**config.mk**
```make
export PLATFORM = sky130hd
export DESIGN_NAME = z80_cmd_mailbox
export DESIGN_NICKNAME = d
export VERILOG_FILES = /design/src/rtl/z80_cmd_mailbox.sv
export SDC_FILE = /design/constraint.sdc
export NUM_CORES = 1
export LEC_CHECK = 0
export CORE_MARGIN = 4
export CORE_UTILIZATION = 50
export CTS_CLUSTER_SIZE = 8
export DETAILED_ROUTE_END_ITERATION = 12
export GPL_TIMING_DRIVEN = 0
export PLACE_DENSITY = 0.78
export REMOVE_ABC_BUFFERS = 1
export SETUP_SLACK_MARGIN = 0.15
export SLEW_MARGIN = 20
export SYNTH_ARGS = -nofsm -noshare
export SYNTH_HDL_FRONTEND = slang
export SYNTH_SLANG_ARGS = --single-unit
```
**constraint.sdc**
```tcl
create_clock -name clk -period 2.95 [get_ports clk]
set_input_delay 0.59 -clock clk [delete_from_list [all_inputs] [get_ports clk]]
set_output_delay 0.59 -clock clk [all_outputs]
set_load 0.01 [all_outputs]
```
**src/rtl/z80_cmd_mailbox.sv**
```systemverilog
// z80_cmd_mailbox: queues Z80 OUT writes to CMD_PORT as {addr,data} and hands them to NIOS over a 4-phase handshake
// Ports: clk/reset (async, active-high); z80_iorq_n/z80_rd_n/z80_wr_n/z80_m1_n/z80_addr/z80_data_in from the Z80 bus;
//   z80_data_out/z80_data_oe return the status byte {4'b0, timeout_err, overflow, fifo_full, busy};
//   cpu_cmd/cpu_address/cpu_cmd_en/cpu_cmd_ack form the NIOS PIO handshake; busy = FIFO non-empty or handshake active.
// Optional: define CMD_TIMEOUT_EN to abandon a handshake after TIMEOUT_CYCLES and flag timeout_err.
module z80_cmd_mailbox #(
  parameter logic [7:0] CMD_PORT       = 8'h3F,
  parameter int         FIFO_AW        = 2,
  parameter int         TIMEOUT_CYCLES = 50000000
) (
  input  logic        clk,
  input  logic        reset,
  input  logic        z80_iorq_n,
  input  logic        z80_rd_n,
  input  logic        z80_wr_n,
  input  logic        z80_m1_n,
  input  logic [15:0] z80_addr,
  input  logic [7:0]  z80_data_in,
  output logic [7:0]  z80_data_out,
  output logic        z80_data_oe,
  output logic [7:0]  cpu_cmd,
  output logic [15:0] cpu_address,
  output logic        cpu_cmd_en,
  input  logic        cpu_cmd_ack,
  output logic        busy
);
  typedef enum logic [1:0] {IDLE, REQ, REL} state_t;
  localparam int DEPTH = 2 ** FIFO_AW;
  logic [1:0] iorq_q, rd_q, wr_q, m1_q, ack_q;
  logic port_hit, wr_hit, rd_hit, wr_hit_q, rd_hit_q, push, rd_rise;
  logic full, pop, push_ok, timeout, tmo_err, ovf_q, ovf_d;
  logic [23:0] mem_q [DEPTH];
  logic [FIFO_AW-1:0] wp_q, rp_q;
  logic [FIFO_AW:0] cnt_q;
  state_t state_q, state_d;
  logic [7:0] cmd_q, status_q;
  logic [15:0] addr_q;
  assign port_hit = z80_addr[7:0] == CMD_PORT;
  assign wr_hit = ~iorq_q[1] & ~wr_q[1] & m1_q[1] & port_hit;
  assign rd_hit = ~iorq_q[1] & ~rd_q[1] & m1_q[1] & port_hit;
  assign push = wr_hit & ~wr_hit_q;
  assign rd_rise = rd_hit & ~rd_hit_q;
  assign full = cnt_q == (FIFO_AW+1)'(DEPTH);
  assign pop = (state_q == IDLE) & (cnt_q != '0);
  // a pop in the same cycle frees the slot, so a push into a full FIFO still lands
  assign push_ok = push & (~full | pop);
  assign ovf_d = (push & ~push_ok) | (ovf_q & ~rd_rise);
  assign busy = (cnt_q != '0) | (state_q != IDLE);
  assign cpu_cmd_en = state_q == REQ;
  assign cpu_cmd = cmd_q;
  assign cpu_address = addr_q;
  assign z80_data_out = status_q;
  // the Z80 samples the bus within its own read cycle, so the enable bypasses the synchronisers
  assign z80_data_oe = ~reset & ~z80_iorq_n & ~z80_rd_n & z80_m1_n & port_hit;
  always_comb begin
    state_d = state_q;
    case (state_q)
      IDLE:    state_d = (cnt_q != '0) ? REQ : IDLE;
      REQ:     state_d = ack_q[1] ? REL : REQ;
      REL:     state_d = ack_q[1] ? REL : IDLE;
      default: state_d = IDLE;
    endcase
    if (timeout) state_d = IDLE;
  end
`ifdef CMD_TIMEOUT_EN
  localparam int TW = $clog2(TIMEOUT_CYCLES + 1);
  logic [TW-1:0] tcnt_q;
  logic err_q;
  assign timeout = (state_q != IDLE) & (tcnt_q == TW'(TIMEOUT_CYCLES - 1));
  assign tmo_err = err_q;
  always_ff @(posedge clk or posedge reset)
    if (reset) begin
      tcnt_q <= '0;
      err_q <= 1'b0;
    end else begin
      tcnt_q <= (state_d != state_q || state_q == IDLE) ? '0 : tcnt_q + TW'(1);
      err_q <= timeout | (err_q & ~rd_rise);
    end
`else
  logic unused_tmo;
  assign unused_tmo = TIMEOUT_CYCLES != 0;
  assign timeout = 1'b0;
  assign tmo_err = 1'b0;
`endif
  always_ff @(posedge clk)
    if (push_ok) mem_q[wp_q] <= {z80_addr, z80_data_in};
  always_ff @(posedge clk or posedge reset)
    if (reset) begin
      iorq_q <= 2'b11;
      rd_q <= 2'b11;
      wr_q <= 2'b11;
      m1_q <= 2'b11;
      ack_q <= 2'b00;
      wr_hit_q <= 1'b0;
      rd_hit_q <= 1'b0;
      wp_q <= '0;
      rp_q <= '0;
      cnt_q <= '0;
      state_q <= IDLE;
      cmd_q <= '0;
      addr_q <= '0;
      ovf_q <= 1'b0;
      status_q <= '0;
    end else begin
      iorq_q <= {iorq_q[0], z80_iorq_n};
      rd_q <= {rd_q[0], z80_rd_n};
      wr_q <= {wr_q[0], z80_wr_n};
      m1_q <= {m1_q[0], z80_m1_n};
      ack_q <= {ack_q[0], cpu_cmd_ack};
      wr_hit_q <= wr_hit;
      rd_hit_q <= rd_hit;
      if (push_ok) wp_q <= wp_q + FIFO_AW'(1);
      if (pop) begin
        rp_q <= rp_q + FIFO_AW'(1);
        {addr_q, cmd_q} <= mem_q[rp_q];
      end
      cnt_q <= cnt_q + (FIFO_AW+1)'(push_ok) - (FIFO_AW+1)'(pop);
      state_q <= state_d;
      ovf_q <= ovf_d;
      status_q <= {4'b0, tmo_err, ovf_q, full, busy};
    end
endmodule

```
==> summary.txt <==
Timing
  – Max-slew violations: 0
  – Fin crit share: 87.6%
  – Sum Neg Setup Slack: 0 ns
  – RSZ-0062 raised after global routing: false
  – Final Skew: 0.00509 ns
  – Slew HR: 54.0%
  – Least-Margin Pin Slew: 0.690 ns
  – Tmin final: 2.58 ns
  – Final WS setup: 0.367 ns
  – Final Hold Vio Count: 0
  – Final setup viols: 0
  – Fmax: 0.387 GHz

Floorplanning
  – Die ar.: 0.0125 mm^2
  – Starting density of the core: 51.9%
  – Num rows: 37
  – IO Pins: 66
  – Chip height: 112 um
  – Placeable Area: 0.0104 mm^2
  – Chip Width: 112 um

GRT
  – Initial antenna violation count: 0
  – Global Route Usage Sum: 15.1%
  – GRT Max-Usage Layer: met2
  – Met3 GRT Util: 3.99%
  – GRT Residual Overflow: 0
  – Met2 usage: 26.4%
  – Vias in the first global route: 2680
  – Largest net degree at the start of global routing: 37
  – First-pass GRT wire length: 13.9 mm
  – M1 GR Usage: 17.1%

Setup path
  – Cell family contributing the most delay on the critical path: simple AND/OR/NAND/NOR gates
  – Crit path kind: input pin to flop
  – WP buf/inv: 1
  – Crit. End Element: flop
  – CP peak stage delay: 0.68 ns
  – Startpoint types: input pin
  – Crit-path cells: clkdlybuf4s50_1, and4bb_2, nand4b_4, nor4_4, and2_2
  – Crit-path max FO: 24
  – CP max stage cell: and2_2
  – CP Data Arrival Time: 2.73 ns
  – CP required: 3.09 ns

CTS
  – Root Driver: clkbuf_8
  – Count of clock tree sinks: 145
  – Clk slew on worst S/H paths: 0.06 ns
  – Insertion delay to the later sink of the worst-skew pair: 0.51 ns
  – Clk buf depth: 2
  – CTS tree: yes
  – Setup bufs post-CTS: 0
  – # resized after CTS: 0
  – H-tree depth: 4
  – Number of buffers created by CTS: 17
  – Hold-fix buffers, CTS: 0

Finish
  – Non-filler cells, final: 477
  – Final nets: 366
  – Ant. Diodes: 0
  – Share of cells above drive strength 1: 28.7%
  – Area grow syn2layout: 24.1%

Route
  – DRC violations left: 0
  – DRT Pass-1 Iters: 5
  – Final wirelength: 8.77 mm
  – Via density: 5.18
  – Vias: 2473
  – ANT nets after route: 0
  – Per-cell routed wire length: 18.4 um
  – Iteration-0 DRC Markers: 106

Yosys
  – Top cell type's share of synthesized area: 53.3%
  – Post-synth EDFFs: 96
  – Post-synthesis compound-gate area fraction: 0.463%
  – Cell count after synthesis: 256
  – Top FF cell, synth: edfxtp_1
  – XOR/XNOR Fraction of Synth Area: 0.809%
  – Mean Syn Cell Area: 21.1 um^2
  – Mapped Area: 0.00541 mm^2
  – Simple-gate share of the synthesized area: 3.26%
  – Mux contribution to synthesized area: 15.3%
  – Cell taking the most area after synthesis: edfxtp_1
  – Adder-cell share of the synthesized area: 1.76%
  – Dominant cells by area after synthesis: edfxtp_1 53%, dfrtp_1 19%, mux4_2 10%
  – Synth unique cells: 32
  – Synth Register Bits: 145
  – Combinational family with the most area after synthesis: multiplexers
  – Share of flip-flops with an asynchronous set or reset: 33.8%
  – Yosys warns: 0
  – Register area share after synthesis: 76.1%

Job
  – Max Cap Viol: 0

Outcome
  – Status: finished clean

Worst hold path
  – Hold WC Path Type: flop to flop

Pwr
  – Worst vdd ir: 0.000402 V
  – Power Density: 928 mW/mm^2
  – Tot Pwr: 6.23 mW
  – Leakage: 2.45 nW

Placement
  – Buffers on Ports: 60
  – DPL Wire Length: 5.25 mm
  – Dpl ws: -0.209 ns
  – GP Congestion: 0.711
  – Inst Count DP: 445
==> path summary, 6_finish.rpt <==
check,start,endpoint,slack [ns],depth (start not counted)
min in group asynchronous,reset,cpu_address[3]$_DFFE_PP0P_,0.40,2
worst max register to register,cnt_q[1]$_DFF_PP0_,cnt_q[2]$_DFF_PP0_,0.48,10
worst max-delay path,z80_addr[7],mem_q[2][0]$_DFFE_PP_,0.37,5
worst min-delay path,ack_q[0]$_DFF_PP0_,ack_q[1]$_DFF_PP0_,0.35,0
worst min register to register,ack_q[0]$_DFF_PP0_,ack_q[1]$_DFF_PP0_,0.35,0
max in group asynchronous,reset,m1_q[1]$_DFF_PP1_,1.97,3
==> cell families after synthesis <==
group,count (synthesis)
adder cells (fa/ha/maj),7
AO/OA/AOI/OAI,4
other,1
AND/OR/NAND/NOR,23
buffers and inverters,22
XOR/XNOR,5
flip-flops,145
multiplexers,49
==> cell usage after synthesis (4+ instances only) <==
cell type and instances:
buf_2 4, inv_1 8, nor2_1 4, edfxtp_1 96, xnor2_1 5, dfstp_2 8, dfrtp_1 41, mux2_2 24
mux4_2 24, and2_2 4, buf_4 7, ha_1 6
==> placed cells by master, fill, tap and decap left out <==
cell / n
buf_12: 2
ha_1: 6
o31ai_1: 1
fa_1: 1
dlymetal6s2s_1: 2
mux2_2: 24
clkdlybuf4s50_1: 58
clkbuf_16: 18
inv_2: 1
and4bb_2: 1
edfxtp_1: 96
clkbuf_8: 5
clkinv_2: 4
dfrtp_2: 2
and2_2: 4
and3_2: 1
mux4_2: 24
nand2b_1: 3
and4_1: 1
mux2_4: 1
nor3b_1: 1
nand2_1: 3
o21ai_0: 2
nor3_1: 1
dfrtp_1: 39
xnor2_1: 5
nor2b_1: 1
inv_4: 1
dfstp_2: 8
inv_1: 7
nor2_1: 4
nand4b_4: 1
clkbuf_1: 5
a21boi_0: 1
nor4_4: 1
conb_1: 5
nor4b_1: 1
==> sequential cells by signal, summed over array words and instances (netlist names) <==
signal	count
z80_data_out	3
wr_q	2
state_q	2
ack_q	2
mem_q	96
cpu_address	16
cnt_q	3
iorq_q	2
rd_q	2
m1_q	2
ovf_q	1
rd_hit_q	1
rp_q	2
cpu_cmd	8
wr_hit_q	1
wp_q	2
==> metrics by stage <==
step	hold slack (ns)	area (um^2)	utilization [%]
2_1_floorplan	0.331	5340	-
3_3_place_gp	0.334	6110	58.6
3_5_place_dp	0.341	6150	59.0
4_1_cts	0.353	6710	64.4
5_1_grt	0.360	6720	64.5
6_report	0.354	6720	64.5
==> area by class of cell <==
class | count | area, um^2
Sequential cell | 145 | 4120
Fill cell | 711 | 3700
Multi-Input combinational cell | 93 | 1180
Timing Repair Buffer | 62 | 646
Clock buffer | 28 | 538
Tap cell | 136 | 170
Inverter | 9 | 36.3
Clock inverter | 4 | 20.0
==> report_power, final <==
| part | switching (mW) | leakage (nW) | total [mW] | internal, mW |
|---|---|---|---|---|
| sequential | 0.247 | 1.43 | 2.68 | 2.43 |
| clock | 0.739 | 0.279 | 1.96 | 1.22 |
| combinational | 0.587 | 0.733 | 1.60 | 1.01 |
==> worst register-to-register path: cells and delay by family, from the launching register on <==
family / cells / cell delay (ns)
buf+inv: 3 / 0.30
flops: 1 / 0.43
fa+ha+maj: 3 / 0.83
simple gates: 2 / 0.50
xor+xnor: 2 / 0.32
==> routing by layer <==
metal,part of all wire (%),up-vias,routed length [um]
li1,-,1125,-
met1,40,1276,3500
met2,54,59,4720
met3,4.6,13,405
met4,1.7,0,146
met5,0,-,0
No activity file was read; power rests on OpenSTA's default activity.
